**src/rtl/xif_mul_seq.sv**
```systemverilog
// Custom-opcode MUL/MULHU unit: issue FIFO feeding a 32-step shift-add multiplier.
// Result 34 cycles after enqueue into an idle unit; issue_ready_o drops when FIFO full; no result stall.
module xif_mul_seq #(
  parameter logic [6:0] OPCODE = 7'h5B,
  parameter int unsigned DEPTH = 4
) (
  input  logic        clk,
  input  logic        reset,
  input  logic        issue_valid_i,
  output logic        issue_ready_o,
  output logic        issue_accept_o,
  input  logic [31:0] issue_instr_i,
  input  logic [31:0] issue_op0_i,
  input  logic [31:0] issue_op1_i,
  input  logic [3:0]  issue_id_i,
  output logic        result_valid_o,
  output logic [3:0]  result_id_o,
  output logic [4:0]  result_rd_o,
  output logic [31:0] result_o
);
  localparam int PW = $clog2(DEPTH);
  localparam logic [PW:0] FULL_CNT = (PW+1)'(DEPTH);

  typedef struct packed {
    logic [31:0] op0;
    logic [31:0] op1;
    logic [3:0]  id;
    logic [4:0]  rd;
    logic        hi;
  } entry_t;

  typedef enum logic [1:0] {IDLE, RUN, DONE} state_t;

  entry_t        fifo_q [DEPTH];
  entry_t        wr_entry;
  entry_t        head;
  logic [PW-1:0] wr_ptr_q, rd_ptr_q;
  logic [PW:0]   cnt_q;
  logic          push, pop;

  state_t        state_q, state_d;
  logic [63:0]   acc_q, acc_d, acc_step;
  logic [31:0]   mcand_q, mcand_d;
  logic [5:0]    step_q, step_d;
  logic [3:0]    cur_id_q, cur_id_d;
  logic [4:0]    cur_rd_q, cur_rd_d;
  logic          cur_hi_q, cur_hi_d;
  logic [32:0]   sum;

  logic          res_vld_q, res_vld_d;
  logic [3:0]    res_id_q, res_id_d;
  logic [4:0]    res_rd_q, res_rd_d;
  logic [31:0]   res_q, res_d;

  logic [2:0]    funct3;
  logic          unused_instr;

  assign funct3         = issue_instr_i[14:12];
  assign issue_accept_o = (issue_instr_i[6:0] == OPCODE) && (issue_instr_i[31:25] == 7'h01) &&
                          ((funct3 == 3'b000) || (funct3 == 3'b011));
  assign unused_instr   = ^issue_instr_i[24:15];
  assign issue_ready_o  = (cnt_q < FULL_CNT);
  assign push           = issue_valid_i & issue_ready_o & issue_accept_o;

  assign wr_entry = '{op0: issue_op0_i, op1: issue_op1_i, id: issue_id_i,
                      rd: issue_instr_i[11:7], hi: (funct3 == 3'b011)};
  assign head     = fifo_q[rd_ptr_q];

  always_ff @(posedge clk) begin
    if (push) fifo_q[wr_ptr_q] <= wr_entry;
  end

  always_ff @(posedge clk or posedge reset) begin
    if (reset) begin
      wr_ptr_q <= '0;
      rd_ptr_q <= '0;
      cnt_q    <= '0;
    end else begin
      if (push) wr_ptr_q <= wr_ptr_q + 1'b1;
      if (pop)  rd_ptr_q <= rd_ptr_q + 1'b1;
      if (push && !pop)      cnt_q <= cnt_q + 1'b1;
      else if (pop && !push) cnt_q <= cnt_q - 1'b1;
    end
  end

  // Add multiplicand into the upper 33 bits, then shift the whole accumulator right.
  assign sum      = {1'b0, acc_q[63:32]} + (acc_q[0] ? {1'b0, mcand_q} : 33'd0);
  assign acc_step = {sum, acc_q[31:1]};

  always_comb begin
    state_d   = state_q;
    acc_d     = acc_q;
    mcand_d   = mcand_q;
    step_d    = step_q;
    cur_id_d  = cur_id_q;
    cur_rd_d  = cur_rd_q;
    cur_hi_d  = cur_hi_q;
    res_vld_d = 1'b0;
    res_id_d  = res_id_q;
    res_rd_d  = res_rd_q;
    res_d     = res_q;
    pop       = 1'b0;
    case (state_q)
      IDLE: begin
        if (cnt_q != '0) begin
          pop      = 1'b1;
          state_d  = RUN;
          acc_d    = {32'd0, head.op1};
          mcand_d  = head.op0;
          step_d   = 6'd0;
          cur_id_d = head.id;
          cur_rd_d = head.rd;
          cur_hi_d = head.hi;
        end
      end
      RUN: begin
        acc_d  = acc_step;
        step_d = step_q + 6'd1;
        // Final step: capture the finished product so results are valid throughout DONE.
        if (step_q == 6'd31) begin
          state_d   = DONE;
          res_vld_d = 1'b1;
          res_id_d  = cur_id_q;
          res_rd_d  = cur_rd_q;
          res_d     = cur_hi_q ? acc_step[63:32] : acc_step[31:0];
        end
      end
      DONE:    state_d = IDLE;
      default: state_d = IDLE;
    endcase
  end

  always_ff @(posedge clk or posedge reset) begin
    if (reset) begin
      state_q   <= IDLE;
      acc_q     <= '0;
      mcand_q   <= '0;
      step_q    <= '0;
      cur_id_q  <= '0;
      cur_rd_q  <= '0;
      cur_hi_q  <= 1'b0;
      res_vld_q <= 1'b0;
      res_id_q  <= '0;
      res_rd_q  <= '0;
      res_q     <= '0;
    end else begin
      state_q   <= state_d;
      acc_q     <= acc_d;
      mcand_q   <= mcand_d;
      step_q    <= step_d;
      cur_id_q  <= cur_id_d;
      cur_rd_q  <= cur_rd_d;
      cur_hi_q  <= cur_hi_d;
      res_vld_q <= res_vld_d;
      res_id_q  <= res_id_d;
      res_rd_q  <= res_rd_d;
      res_q     <= res_d;
    end
  end

  assign result_valid_o = res_vld_q;
  assign result_id_o    = res_id_q;
  assign result_rd_o    = res_rd_q;
  assign result_o       = res_q;
endmodule

```
**config.mk**
```make
export PLATFORM = sky130hd
export DESIGN_NAME = xif_mul_seq
export DESIGN_NICKNAME = d
export VERILOG_FILES = /design/src/rtl/xif_mul_seq.sv
export SDC_FILE = /design/constraint.sdc
export NUM_CORES = 1
export LEC_CHECK = 0
export CORE_MARGIN = 2
export CORE_UTILIZATION = 50
export CTS_CLUSTER_DIAMETER = 80
export CTS_CLUSTER_SIZE = 16
export DETAILED_ROUTE_END_ITERATION = 6
export DONT_BUFFER_PORTS = 1
export PLACE_DENSITY = 0.71
export SYNTH_ARGS = -nofsm -noshare
export SYNTH_HDL_FRONTEND = slang
export SYNTH_SLANG_ARGS = --single-unit
```
**constraint.sdc**
```tcl
create_clock -name clk -period 10.36 [get_ports clk]
set_input_delay 2.072 -clock clk [delete_from_list [all_inputs] [get_ports clk]]
set_output_delay 2.072 -clock clk [all_outputs]
set_load 0.02 [all_outputs]
```
==> results.json <==
{
  "period_share_pct": 53.7,
  "critPathBufInv": 0,
  "reg2reg_setup_slack_ns": 6.67,
  "diodes": 0,
  "dieArea_mm2": 0.0401,
  "worstHoldPathCells": 1,
  "hold_path_end": "step_q[5]",
  "worstHoldStart": "step_q[5]",
  "synthMuxAreaShare_pct": 10.2,
  "grt_pass1_wl_mm": 62.0,
  "fin_cells": 1872,
  "worstSetupPathType": "input port to primary output",
  "max_stage_delay_ns": 0.91,
  "pre_cts_ws_ns": 4.75,
  "wl_per_cell_um": 21.2,
  "via_count": 10800,
  "vdd_drop_max_mv": 0.119,
  "cp.required_ns": 8.29,
  "num_rows": 71,
  "antenna_found_initial": 0,
  "drc_errors": 0,
  "worst_r2r_path_depth": 11,
  "async_flop_share_pct": 35.5,
  "dieWidth_um": 200,
  "vias_per_cell": 5.75,
  "syn_area_mm2": 0.0192,
  "slowest_stage": "nor4_1",
  "r2r_end": "result_o[20]",
  "synth-simple-area-share_pct": 9.41,
  "drive_gt1_share_pct": 11.6,
  "layout.nets": 1479,
  "slew_violations": 0,
  "num_io_pins": 147,
  "finalSetupTns_ns": 0,
  "core_area_mm2": 0.0378,
  "synth_edf_count": 296,
  "yosys_warnings": 0,
  "grt_max_degree": 97,
  "slew_headroom_pct": 29.3,
  "place.port_buffers": 0,
  "power.leakage_nw": 7.78,
  "clockRootBuffer": "clkbuf_16",
  "netlist_instances": 1355,
  "yosys.area.top_type_share_pct": 46.2,
  "clockBufferDepth": 3,
  "grt_pass1_vias": 10900,
  "period_minus_slack_ns": 5.57,
  "place_congestion": 0.880,
  "worst_pin_slew_ns": 1.05,
  "synth_fp_nets": 1498,
  "worst_slack_ns": 4.79,
  "ys_ff_latch": 459,
  "synth_fa_ha_area_share_pct": 2.68,
  "htreeDepth": 2,
  "area_delta_synth_final_pct": 7.81,
  "max_cap_violations": 0,
  "setup_viol": 0,
  "cts_buffers": 34,
  "hold_violations": 0,
  "dr.pass1.iters": 7,
  "synth_top_family_by_area": "multiplexers",
  "hold_buffers": 0,
  "synthTopCellsByArea": "edfxtp_1 46%, dfrtp_1 21%, mux4_2 8.7%, nand2_1 5.2%, ha_1 2.5%",
  "grt_overflow": 0,
  "fp.dieH_um": 200,
  "finalInstanceArea_mm2": 0.0208,
  "worstSetupStartpointType": "input port",
  "syn_avg_cell_area_um2": 14.2,
  "critPathArrivalTime_ns": 3.49,
  "fmax_mhz": 180,
  "grt_usage_pct": 19.9,
  "synth_compound_area_share_pct": 6.65,
  "cts_resized": 0,
  "finClkSkew_ns": 0.0248,
  "status": "finished clean",
  "cts_tree": "done",
  "cp_cell_sequence": "or4_1, nor4_1",
  "initial_core_util_pct": 51.0,
  "synthTopCellsByCount": "296 x edfxtp_1, 268 x nand2_1, 163 x dfrtp_1",
  "cts_setup_buffers": 0,
  "path_delay_family": "simple AND/OR/NAND/NOR gates",
  "ant_nets": 0,
  "initialDrtViolationCount": 726,
  "reg2reg_from": "acc_q[0]",
  "endpoint_kind": "primary output",
  "drt_wl_total_mm": 39.7,
  "cts.clk_slew.worst_paths_ns": 0.07,
  "synth_most_common_cell": "edfxtp_1",
  "yosys_most_used_dff": "edfxtp_1",
  "p_per_area_mw_per_mm2": 189,
  "placed_cells": 1811,
  "crit_fanout": 2,
  "yosysUniqueCellTypes": 60,
  "place_hpwl_mm": 25.0,
  "synth_xor_area_share_pct": 1.68,
  "cts_num_sinks": 459,
  "seq_area_frac_synth_pct": 67.4,
  "placed_area_mm2": 0.0198,
  "holdWs_ns": 0.467,
  "yosysTopAreaCell": "edfxtp_1",
  "clock_latency_ns": 0.54,
  "rsz0062_at_grt": "false",
  "hold_path.class": "flop to flop"
}
==> cell usage in the layout (no fill, tap or decap), types with 3 or more instances in the layout <==
cell	synthesis	routed
edfxtp_1	296	296
nand2_1	268	268
dfrtp_1	163	161
mux4_2	74	74
o21ai_0	63	63
a21oi_1	38	38
ha_1	38	38
nand3_1	36	36
clkbuf_16	0	35
and2_1	38	34
a22oi_1	32	32
inv_1	30	28
xnor2_1	25	25
nor2_1	25	24
clkbuf_1	56	24
mux2i_1	20	20
buf_4	0	16
o21ai_1	14	14
a21o_1	14	14
xor2_1	12	12
nand4_1	9	9
nor3_1	9	8
and3_1	7	7
mux2_2	7	7
a31oi_1	5	5
o21bai_1	5	5
or3_1	5	4
nor3b_1	4	4
and2_4	0	4
a211oi_1	3	3
nand2b_1	4	3
==> metrics by stage <==
stage               utilization, %  total power, W
finish                        55.0         0.00393
global route                  55.0         0.00410
CTS                           55.0         0.00396
detailed placement            52.4         0.00273
global placement              52.4         0.00272
floorplan                        -         0.00258
==> worst reg2reg max path: stages (launching register included) <==
cell,delay [ns]
dfrtp_1,0.87
and2_1,0.29
ha_1,0.27
a211oi_1,0.33
o21ai_1,0.14
a21oi_1,0.24
nand2_1,0.20
a221oi_2,0.38
o41ai_1,0.14
xnor2_1,0.21
mux2i_1,0.19
mux2_2,0.32
==> power by group <==
part	switching, W	leakage (nW)	total [W]	internal [W]
Combinational	0.000374	2.75	0.000615	0.000241
Sequential	0.0000488	4.57	0.00208	0.00203
Clock	0.000598	0.469	0.00124	0.000637
==> sequential cells by signal, indices dropped and copies added (netlist names) <==
register	flops
result_o	32
result_valid_o	1
cur_hi_q	1
fifo_q	296
cnt_q	3
cur_id_q	4
rd_ptr_q	2
result_rd_o	5
wr_ptr_q	2
acc_q	64
cur_rd_q	5
step_q	6
state_q	2
mcand_q	32
result_id_o	4
==> cells by family after synthesis <==
kind of cell	after synthesis
xor gates and xnor gates	37
AOI/OAI and AO/OA	202
muxes	102
buffers and inverters	102
and+or+nand+nor	413
DFF	459
adders and majority gates	40
==> how the worst max path moves through the flow <==
| stage | end | slack [ns] | start | cells after the start |
|---|---|---|---|---|
| global route | issue_accept_o | 4.75 | issue_instr_i[27] | 2 |
| global placement | fifo_q[0][71] | 4.78 | issue_instr_i[27] | 5 |
| floorplan | acc_q[0] | 3.88 | reset | 1 |
| detailed placement | fifo_q[0][71] | 4.75 | issue_instr_i[27] | 5 |
| finish | issue_accept_o | 4.79 | issue_instr_i[27] | 2 |
| CTS | issue_accept_o | 4.83 | issue_instr_i[27] | 2 |
==> final cells by class <==
class | instances | area [um^2]
Timing Repair Buffer | 16 | 120
Fill cell | 3036 | 17000
Tap cell | 511 | 639
Clock buffer | 59 | 966
Clock inverter | 2 | 15.0
Multi-Input combinational cell | 794 | 5910
Inverter | 31 | 121
Sequential cell | 459 | 13000
==> per-layer routing <==
metal  global-route usage (%)  part of all wire, %
met5                        0                    0
met4                     4.37                  1.5
met3                     4.39                  5.7
met2                     33.6                   50
met1                     26.6                   43
Note: power is estimated with default switching activity, not from simulation.
